`src/rtl/multicycle_ctrl_fsm.sv`:
```
`timescale 1ns/1ps
// Multicycle RV32I-subset control unit: sequences the shared-memory datapath
// through fetch/decode/execute, counts retired instructions, flags illegal opcodes.
module multicycle_ctrl_fsm #(
    parameter int CNT_W        = 32,
    parameter bit ILLEGAL_HALT = 1'b1
) (
    input  logic             clk,
    input  logic             reset_n,
    input  logic [6:0]       op,
    input  logic [2:0]       funct3,
    input  logic             funct7b5,
    input  logic             Zero,
    input  logic             mem_ready,
    output logic             mem_req,
    output logic             PCWrite,
    output logic             AdrSrc,
    output logic             MemWrite,
    output logic             IRWrite,
    output logic [1:0]       ResultSrc,
    output logic [1:0]       ALUSrcA,
    output logic [1:0]       ALUSrcB,
    output logic             RegWrite,
    output logic [1:0]       ImmSrc,
    output logic [2:0]       ALUControl,
    output logic             illegal,
    output logic [CNT_W-1:0] instret,
    output logic [3:0]       state_dbg
);
    typedef enum logic [3:0] {
        S_FETCH, S_DECODE, S_MEMADR, S_MEMREAD, S_MEMWRITE, S_MEMWB,
        S_EXECR, S_EXECI, S_ALUWB, S_BEQ, S_JAL, S_HALT
    } state_e;

    localparam logic [6:0] OP_LW  = 7'b0000011;
    localparam logic [6:0] OP_SW  = 7'b0100011;
    localparam logic [6:0] OP_R   = 7'b0110011;
    localparam logic [6:0] OP_I   = 7'b0010011;
    localparam logic [6:0] OP_BEQ = 7'b1100011;
    localparam logic [6:0] OP_JAL = 7'b1101111;

    state_e           state_q, state_d;
    logic [CNT_W-1:0] instret_q, instret_d;
    logic             illegal_q, illegal_d;
    logic             retire;
    logic             req, pcw, mw, irw, rw;
    logic [1:0]       alu_op;

    // Memory handshake: mem_req stays high in FETCH/MEMREAD/MEMWRITE until the
    // cycle mem_ready is also high; that cycle completes the access and only
    // then does the FSM advance.
    always_comb begin
        state_d   = state_q;
        illegal_d = illegal_q;
        retire    = 1'b0;
        req       = 1'b0;
        pcw       = 1'b0;
        mw        = 1'b0;
        irw       = 1'b0;
        rw        = 1'b0;
        AdrSrc    = 1'b0;
        ResultSrc = 2'b00;
        ALUSrcA   = 2'b00;
        ALUSrcB   = 2'b00;
        alu_op    = 2'b00;
        case (state_q)
            S_FETCH: begin
                req       = 1'b1;
                ALUSrcB   = 2'b10;
                ResultSrc = 2'b10;
                irw       = mem_ready;
                pcw       = mem_ready;
                if (mem_ready) state_d = S_DECODE;
            end
            S_DECODE: begin
                ALUSrcA = 2'b01;
                ALUSrcB = 2'b01;
                case (op)
                    OP_LW, OP_SW: state_d = S_MEMADR;
                    OP_R:         state_d = S_EXECR;
                    OP_I:         state_d = S_EXECI;
                    OP_BEQ:       state_d = S_BEQ;
                    OP_JAL:       state_d = S_JAL;
                    default: begin
                        illegal_d = 1'b1;
                        if (ILLEGAL_HALT) state_d = S_HALT;
                        else              state_d = S_FETCH;
                    end
                endcase
            end
            S_MEMADR: begin
                ALUSrcA = 2'b10;
                ALUSrcB = 2'b01;
                if (op == OP_LW) state_d = S_MEMREAD;
                else             state_d = S_MEMWRITE;
            end
            S_MEMREAD: begin
                req    = 1'b1;
                AdrSrc = 1'b1;
                if (mem_ready) state_d = S_MEMWB;
            end
            S_MEMWRITE: begin
                req    = 1'b1;
                AdrSrc = 1'b1;
                mw     = mem_ready;
                if (mem_ready) begin
                    retire  = 1'b1;
                    state_d = S_FETCH;
                end
            end
            S_MEMWB: begin
                ResultSrc = 2'b01;
                rw        = 1'b1;
                retire    = 1'b1;
                state_d   = S_FETCH;
            end
            S_EXECR: begin
                ALUSrcA = 2'b10;
                alu_op  = 2'b10;
                state_d = S_ALUWB;
            end
            S_EXECI: begin
                ALUSrcA = 2'b10;
                ALUSrcB = 2'b01;
                alu_op  = 2'b10;
                state_d = S_ALUWB;
            end
            S_ALUWB: begin
                rw      = 1'b1;
                retire  = 1'b1;
                state_d = S_FETCH;
            end
            S_BEQ: begin
                ALUSrcA = 2'b10;
                alu_op  = 2'b01;
                pcw     = Zero;
                retire  = 1'b1;
                state_d = S_FETCH;
            end
            S_JAL: begin
                ALUSrcA = 2'b01;
                ALUSrcB = 2'b10;
                pcw     = 1'b1;
                state_d = S_ALUWB;
            end
            S_HALT:  state_d = S_HALT;
            default: state_d = S_FETCH;
        endcase
        instret_d = retire ? instret_q + CNT_W'(1) : instret_q;
    end

    always_comb begin
        case (op)
            OP_LW, OP_I: ImmSrc = 2'b00;
            OP_SW:       ImmSrc = 2'b01;
            OP_BEQ:      ImmSrc = 2'b10;
            OP_JAL:      ImmSrc = 2'b11;
            default:     ImmSrc = 2'b00;
        endcase
    end

    always_comb begin
        case (alu_op)
            2'b00: ALUControl = 3'b000;
            2'b01: ALUControl = 3'b001;
            default: begin
                case (funct3)
                    3'b000:  ALUControl = (op[5] & funct7b5) ? 3'b001 : 3'b000;
                    3'b010:  ALUControl = 3'b101;
                    3'b110:  ALUControl = 3'b011;
                    3'b111:  ALUControl = 3'b010;
                    default: ALUControl = 3'b000;
                endcase
            end
        endcase
    end

    always_ff @(posedge clk or negedge reset_n) begin
        if (!reset_n) begin
            state_q   <= S_FETCH;
            instret_q <= '0;
            illegal_q <= 1'b0;
        end else begin
            state_q   <= state_d;
            instret_q <= instret_d;
            illegal_q <= illegal_d;
        end
    end

    // Enables are masked while reset is held so nothing writes mid-reset.
    assign mem_req   = req & reset_n;
    assign PCWrite   = pcw & reset_n;
    assign MemWrite  = mw  & reset_n;
    assign IRWrite   = irw & reset_n;
    assign RegWrite  = rw  & reset_n;
    assign illegal   = illegal_q;
    assign instret   = instret_q;
    assign state_dbg = state_q;
endmodule
```
`config.mk`:
```
export PLATFORM = sky130hd
export DESIGN_NAME = multicycle_ctrl_fsm
export DESIGN_NICKNAME = d
export VERILOG_FILES = /design/src/rtl/multicycle_ctrl_fsm.sv
export SDC_FILE = /design/constraint.sdc
export NUM_CORES = 1
export LEC_CHECK = 0
export CAP_MARGIN = 20
export CORE_MARGIN = 1.5
export CORE_UTILIZATION = 42
export CTS_CLUSTER_SIZE = 12
export DETAILED_ROUTE_END_ITERATION = 8
export PLACE_DENSITY = 0.88
export SYNTH_ARGS = -nofsm -noshare
export SYNTH_HDL_FRONTEND = slang
export SYNTH_SLANG_ARGS = --single-unit
```
`constraint.sdc`:
```
create_clock -name clk -period 1.8 [get_ports clk]
set_clock_uncertainty 0.1 [all_clocks]
set_input_delay 0.27 -clock clk [delete_from_list [all_inputs] [get_ports clk]]
set_output_delay 0.27 -clock clk [all_outputs]
set_load 0.01 [all_outputs]
```
======== Word-level counts from Yosys, hierarchy flattened ========
Cells that the tools add are included.
Widths: inputs -> output; s select.
word-level totals
  register bits ........................... 37
  latch bits .............................. 0
  RAM bits ................................ 0
  memory bits (read-only) ................. 0
  output and inout port bits .............. 54
  memories kept ........................... 0
cells by class
  $add $sub $neg .......................... 1
  $mul .................................... 0
  div/mod/pow operators ................... 0
  $lt $le $gt $ge ......................... 0
  equality and inequality tests ........... 24
  shift operators ......................... 0
  mux-type cells .......................... 22
  bitwise gates (word level) .............. 7
  reductions and logical operators ........ 17
operators with widths
  operator               number
  $add 32x1->32 const B  1
  $pmux 4 s7             1
  $pmux 4 s5             1
  $eq 4x3->1 const B     4
  $eq 4x4->1 const B     4
  $pmux 2 s2             4
  $eq 7x6->1 const B     2
  $eq 7x7->1 const B     2
  $mux 4                 3
  $pmux 3 s4             1
  $reduce_or 2->1        6
  $reduce_or 3->1        4
  $eq 4x2->1 const B     2
  $eq 7x2->1 const B     1
  $eq 7x5->1 const B     1
  $mux 1                 7
  $and 1x1->1            6
  $eq 3x3->1 const B     2
  $ne 2x2->1 const B     3
  $pmux 2 s3             1
  $pmux 3 s2             1
  $reduce_or 6->1        1
  $eq 4x1->1 const B     1
  $logic_not 4->1        1
  other kinds (11)       11

======== Longest topological paths before layout ========
  depth in word-level cells ............... 5
  gate-level depth with buffers ........... 6

======== Worst setup path before layout ========
OpenSTA, ideal clock, no wires.
  path kind ............................... reg-to-reg
  from .................................... reg state_q[3], in the netlist state_dbg[3]
  to ...................................... reg instret_q[25], in the netlist instret[25]
  setup time .............................. 0.079 ns
  arrival ................................. 1.777 ns
  setup slack ............................. -0.156 ns
  cell stages (with the launch flop) ...... 7
  path buffers ............................ 1
  period minus slack after synthesis ...... 1.956 ns
  cell sequence ........................... dfrtp_1 and2b_2 a21oi_2 or4_4 buf_6 nor3_4 xor2_1
on the way
  word-level cells in the longest chain between the ends .. 3
  elaborated cells on any way between the ends .. 6
  classes of those cells .................. eq/ne (4); mux (1); reduce/logical (1)
ends and longest elaborated chain
  item                                             RTL line  RTL
  start: declaration                               42        state_e state_q, state_d;
  start signal: assignment                         184       state_q <= state_d;
  $eq 4x4->1 / $eq 4x3->1 (equally long branches)  66        case (state_q)
  $reduce_or 3->1 (no line)                        -
  $pmux 1 s2 (*)                                   66
  end signal: assignment                           185       instret_q <= instret_d;
  end: declaration                                 43        logic [CNT_W-1:0] instret_q, instret_d;
Mark *: on every way between the ends. The rest lies on a longest branch, timed or not.
A chain may end at the register's enable or synchronous reset.

======== Worst setup path after layout ========
  from .................................... reg state_q[3], in the netlist state_dbg[3]
  to ...................................... reg instret_q[26], in the netlist instret[26]
The elaborated chain is that of the path after synthesis.

==> reports/qor.txt <==
Post-route clock period utilization: 1.123
FILL cells: 254
Vias: 2510
Main combinational cell family by area after synthesis: simple AND/OR/NAND/NOR gates
First DRT Iteration DRCs: 190
Final WL: 8447 µm
Sequential-to-total area share from yosys stat: 0.4381
Compound-Gate Fraction of Synth Area: 0.06868
Starting Density: 0.4416
Fin worst setup slack: -0.2220 ns
Crit path time final: 2.022 ns
Mapped Cells: 225
Slew Viols, Final: 0
Final Util: 0.8068
Area grow syn2layout: 82.71%
Clock transition at path regs: 0.08 ns
Diode count: 0
Mapped Avg Cell Area: 9.392 µm²
Pre-CTS WS: -0.6713 ns
Pin count of the biggest net entering global routing: 38
WL/cell: 19.33 µm
Fmax: 494.6 MHz
Antenna-violating nets left: 0
Clock Sinks: 37
Root buffer cell: clkbuf_8
Crit Path Class: reg -> reg
Worst skew pair latency: 0.30 ns
Vias in the first global route: 2394
Syn nets: 241
Worst Reg-to-Reg Cells: 8
Worst-path fanout max: 6
IO Pins: 69
Grt total ovfl: 0
Critical Path Start Type: flip-flop
Max-cap viol count: 0
Leading area contributor after synthesis: dfrtp_1
Port bufs: 68
Status: complete, but fails checks
Worst path slowest cell: dfrtp_2
Post-synthesis simple-gate area fraction: 0.3138
Die width: 73.94 µm
DRC: 0
Leakage power: 1.876 nW
CTS tree: done
P per Cell Area: 1112 nW/µm²
Post-synthesis mux area share: 0.01007
Core Area: 4786 µm²
Synth async-reset ratio: 1.000
Placer congestion estimate: 0.8595
Gr usage total: 0.2612
Yosys warns: 0
Reg2reg setup slack: -0.22 ns
DP Area: 3321 µm²
Synth Cell Area: 2113 µm²
First-pass GRT wire length: 11010 µm
Tightest Pin Transition: 0.4957 ns
Setup_tns: -4.546 ns
Max_slew headroom: 0.6653
Tightest Hold Check Type: reg -> reg
DPL Wire Length: 4344 µm
H-tree depth: 2
Row cnt: 25
Cell area after layout: 3861 µm²
CP Cell Sequence: and2b_4 -> buf_6 -> a21oi_4 -> buf_6 -> nor4b_4 -> buf_4 -> nand3_4 -> xnor2_2
DIE AREA: 5466 µm²
Crit. Startpoint: state_dbg[3]$_DFFE_PN0P_
Total power: 4.295 mW
Unrepaired setup endpoints after global routing: yes
CTS Buffer Depth: 2
R2R Path Start: state_dbg[3]$_DFFE_PN0P_
Synth Area in XOR/XNOR: 0.1368
CP required: 1.88 ns
Post-synth EDFFs: 0
Seq cells post-synth: 37
Adder-Cell Fraction of Synth Area: 0.005921
DR vias/cell: 5.744
CP arrival: 2.10 ns
DRT Pass-1 Iters: 4
Placed insts: 409
Worst R2R End: instret[26]$_DFFE_PN0P_
Distinct cells, synth: 45
Top-area cell type share of the netlist area: 0.4381
Final Hold Viols: 0
Most frequent CP cell: buf_6
Finish-stage setup viols: 40
Crit path to: instret[26]$_DFFE_PN0P_
Share of cells above drive strength 1: 0.4432
Crit. End Element: flip-flop
Worst vdd ir: 0.7850 mV
Post-Layout Cell Count: 437
Top FF cell, synth: dfrtp_1
Die span in y: 73.94 µm
Nets: 385
Failing checks: negative setup slack
Crit-path max cell delay: 0.45 ns
CTS Buf Count: 5
Initial antenna violation count: 0
Area contributors post-synth: dfrtp_1, xnor2_1, xor2_1, nand4_1, nor2_1
Worst hold margin: 0.3646 ns
## routing by layer
layer | global-route usage | vias to the layer above | part of all wire
li1 | - | 1084 | -
met1 | 0.3186 | 1258 | 0.38
met2 | 0.4544 | 141 | 0.53
met3 | 0.05556 | 27 | 0.060
met4 | 0.09465 | 0 | 0.028
met5 | 0 | - | 0
## layout make-up
cell class	instances	area, µm²	share of cell area
inverters	6	27.53	0.007129
repair buffers	144	1289	0.3338
well taps	67	83.83	0.02171
multi-input cells	175	1433	0.3710
clock buffers	6	82.58	0.02139
clock inverters	2	13.76	0.003564
flip-flops and latches	37	932.1	0.2414
## timing repair
item,4_1_cts,5_1_grt
resized for setup,109,55
hold endpoints to repair,31,0
setup endpoints to repair,41,47
setup buffers,13,7
hold buffers,1,0
pin swaps,19,26
## kinds of logic after synthesis
kind of cell / count (synthesis)
and+or+nand+nor: 116
DFF: 37
xor gates and xnor gates: 33
AOI/OAI and AO/OA: 23
buffers and inverters: 13
muxes: 2
adders and majority gates: 1
## worst min path at each step
stage | slack, ns | cells past startpoint | from | end
finish | 0.36 | 1 | instret[31]$_DFFE_PN0P_ | instret[31]$_DFFE_PN0P_
global route | 0.38 | 1 | instret[31]$_DFFE_PN0P_ | instret[31]$_DFFE_PN0P_
CTS | 0.37 | 1 | instret[31]$_DFFE_PN0P_ | instret[31]$_DFFE_PN0P_
detailed placement | 0.31 | 2 | reset_n | state_dbg[2]$_DFFE_PN0P_
global placement | 0.31 | 2 | reset_n | instret[0]$_DFFE_PN0P_
floorplan | -0.13 | 0 | reset_n | illegal$_DFFE_PN0P_
## worst max-delay path: cells and delay by family (launching register included)
kind | cells | cell delay (ns)
AND/OR/NAND/NOR | 3 | 0.67
buffers and inverters | 3 | 0.47
AO/OA/AOI/OAI | 1 | 0.08
XOR/XNOR | 1 | 0.13
flip-flops | 1 | 0.45
## report_power, final
| part | switching (mW) | internal (mW) |
|---|---|---|
| logic | 1.32 | 1.33 |
| clock network | 0.313 | 0.310 |
| registers | 0.0876 | 0.930 |
| total | 1.72 | 2.57 |
## synth_stat cells, drive strengths merged (2+ instances only)
cell / number
nand2: 18
nor4: 3
and3: 11
a22oi: 2
xnor2: 17
dfrtp: 37
and2b: 2
o21ai: 5
nor2: 23
a31oi: 4
nand4: 14
nand2b: 4
nor3: 7
nand3: 11
buf: 2
a21oi: 7
inv: 6
clkbuf: 5
and4: 5
nor3b: 2
nor2b: 4
and2: 3
or4: 2
xor2: 16
nand3b: 2
or2: 2
## sequential cells by signal, indices dropped and copies added (netlist names)
signal / flops
illegal: 1
state_dbg: 4
instret: 32
## cell usage in the layout (no fill, tap or decap), types with 4 or more instances in the layout
master and n:
inv_1 4, nand4_1 14, dlymetal6s2s_1 7, and3_1 8, nor2_4 8, nand2_1 9
clkbuf_8 6, dfrtp_1 32, xnor2_1 15, nand2_2 6, clkdlybuf4s50_1 41, buf_4 58
dfrtp_2 5, nor2_1 13, nand3_1 7, buf_6 14, xor2_1 16, buf_2 16
nor3_1 4
No activity file was read; power rests on OpenSTA's default activity.
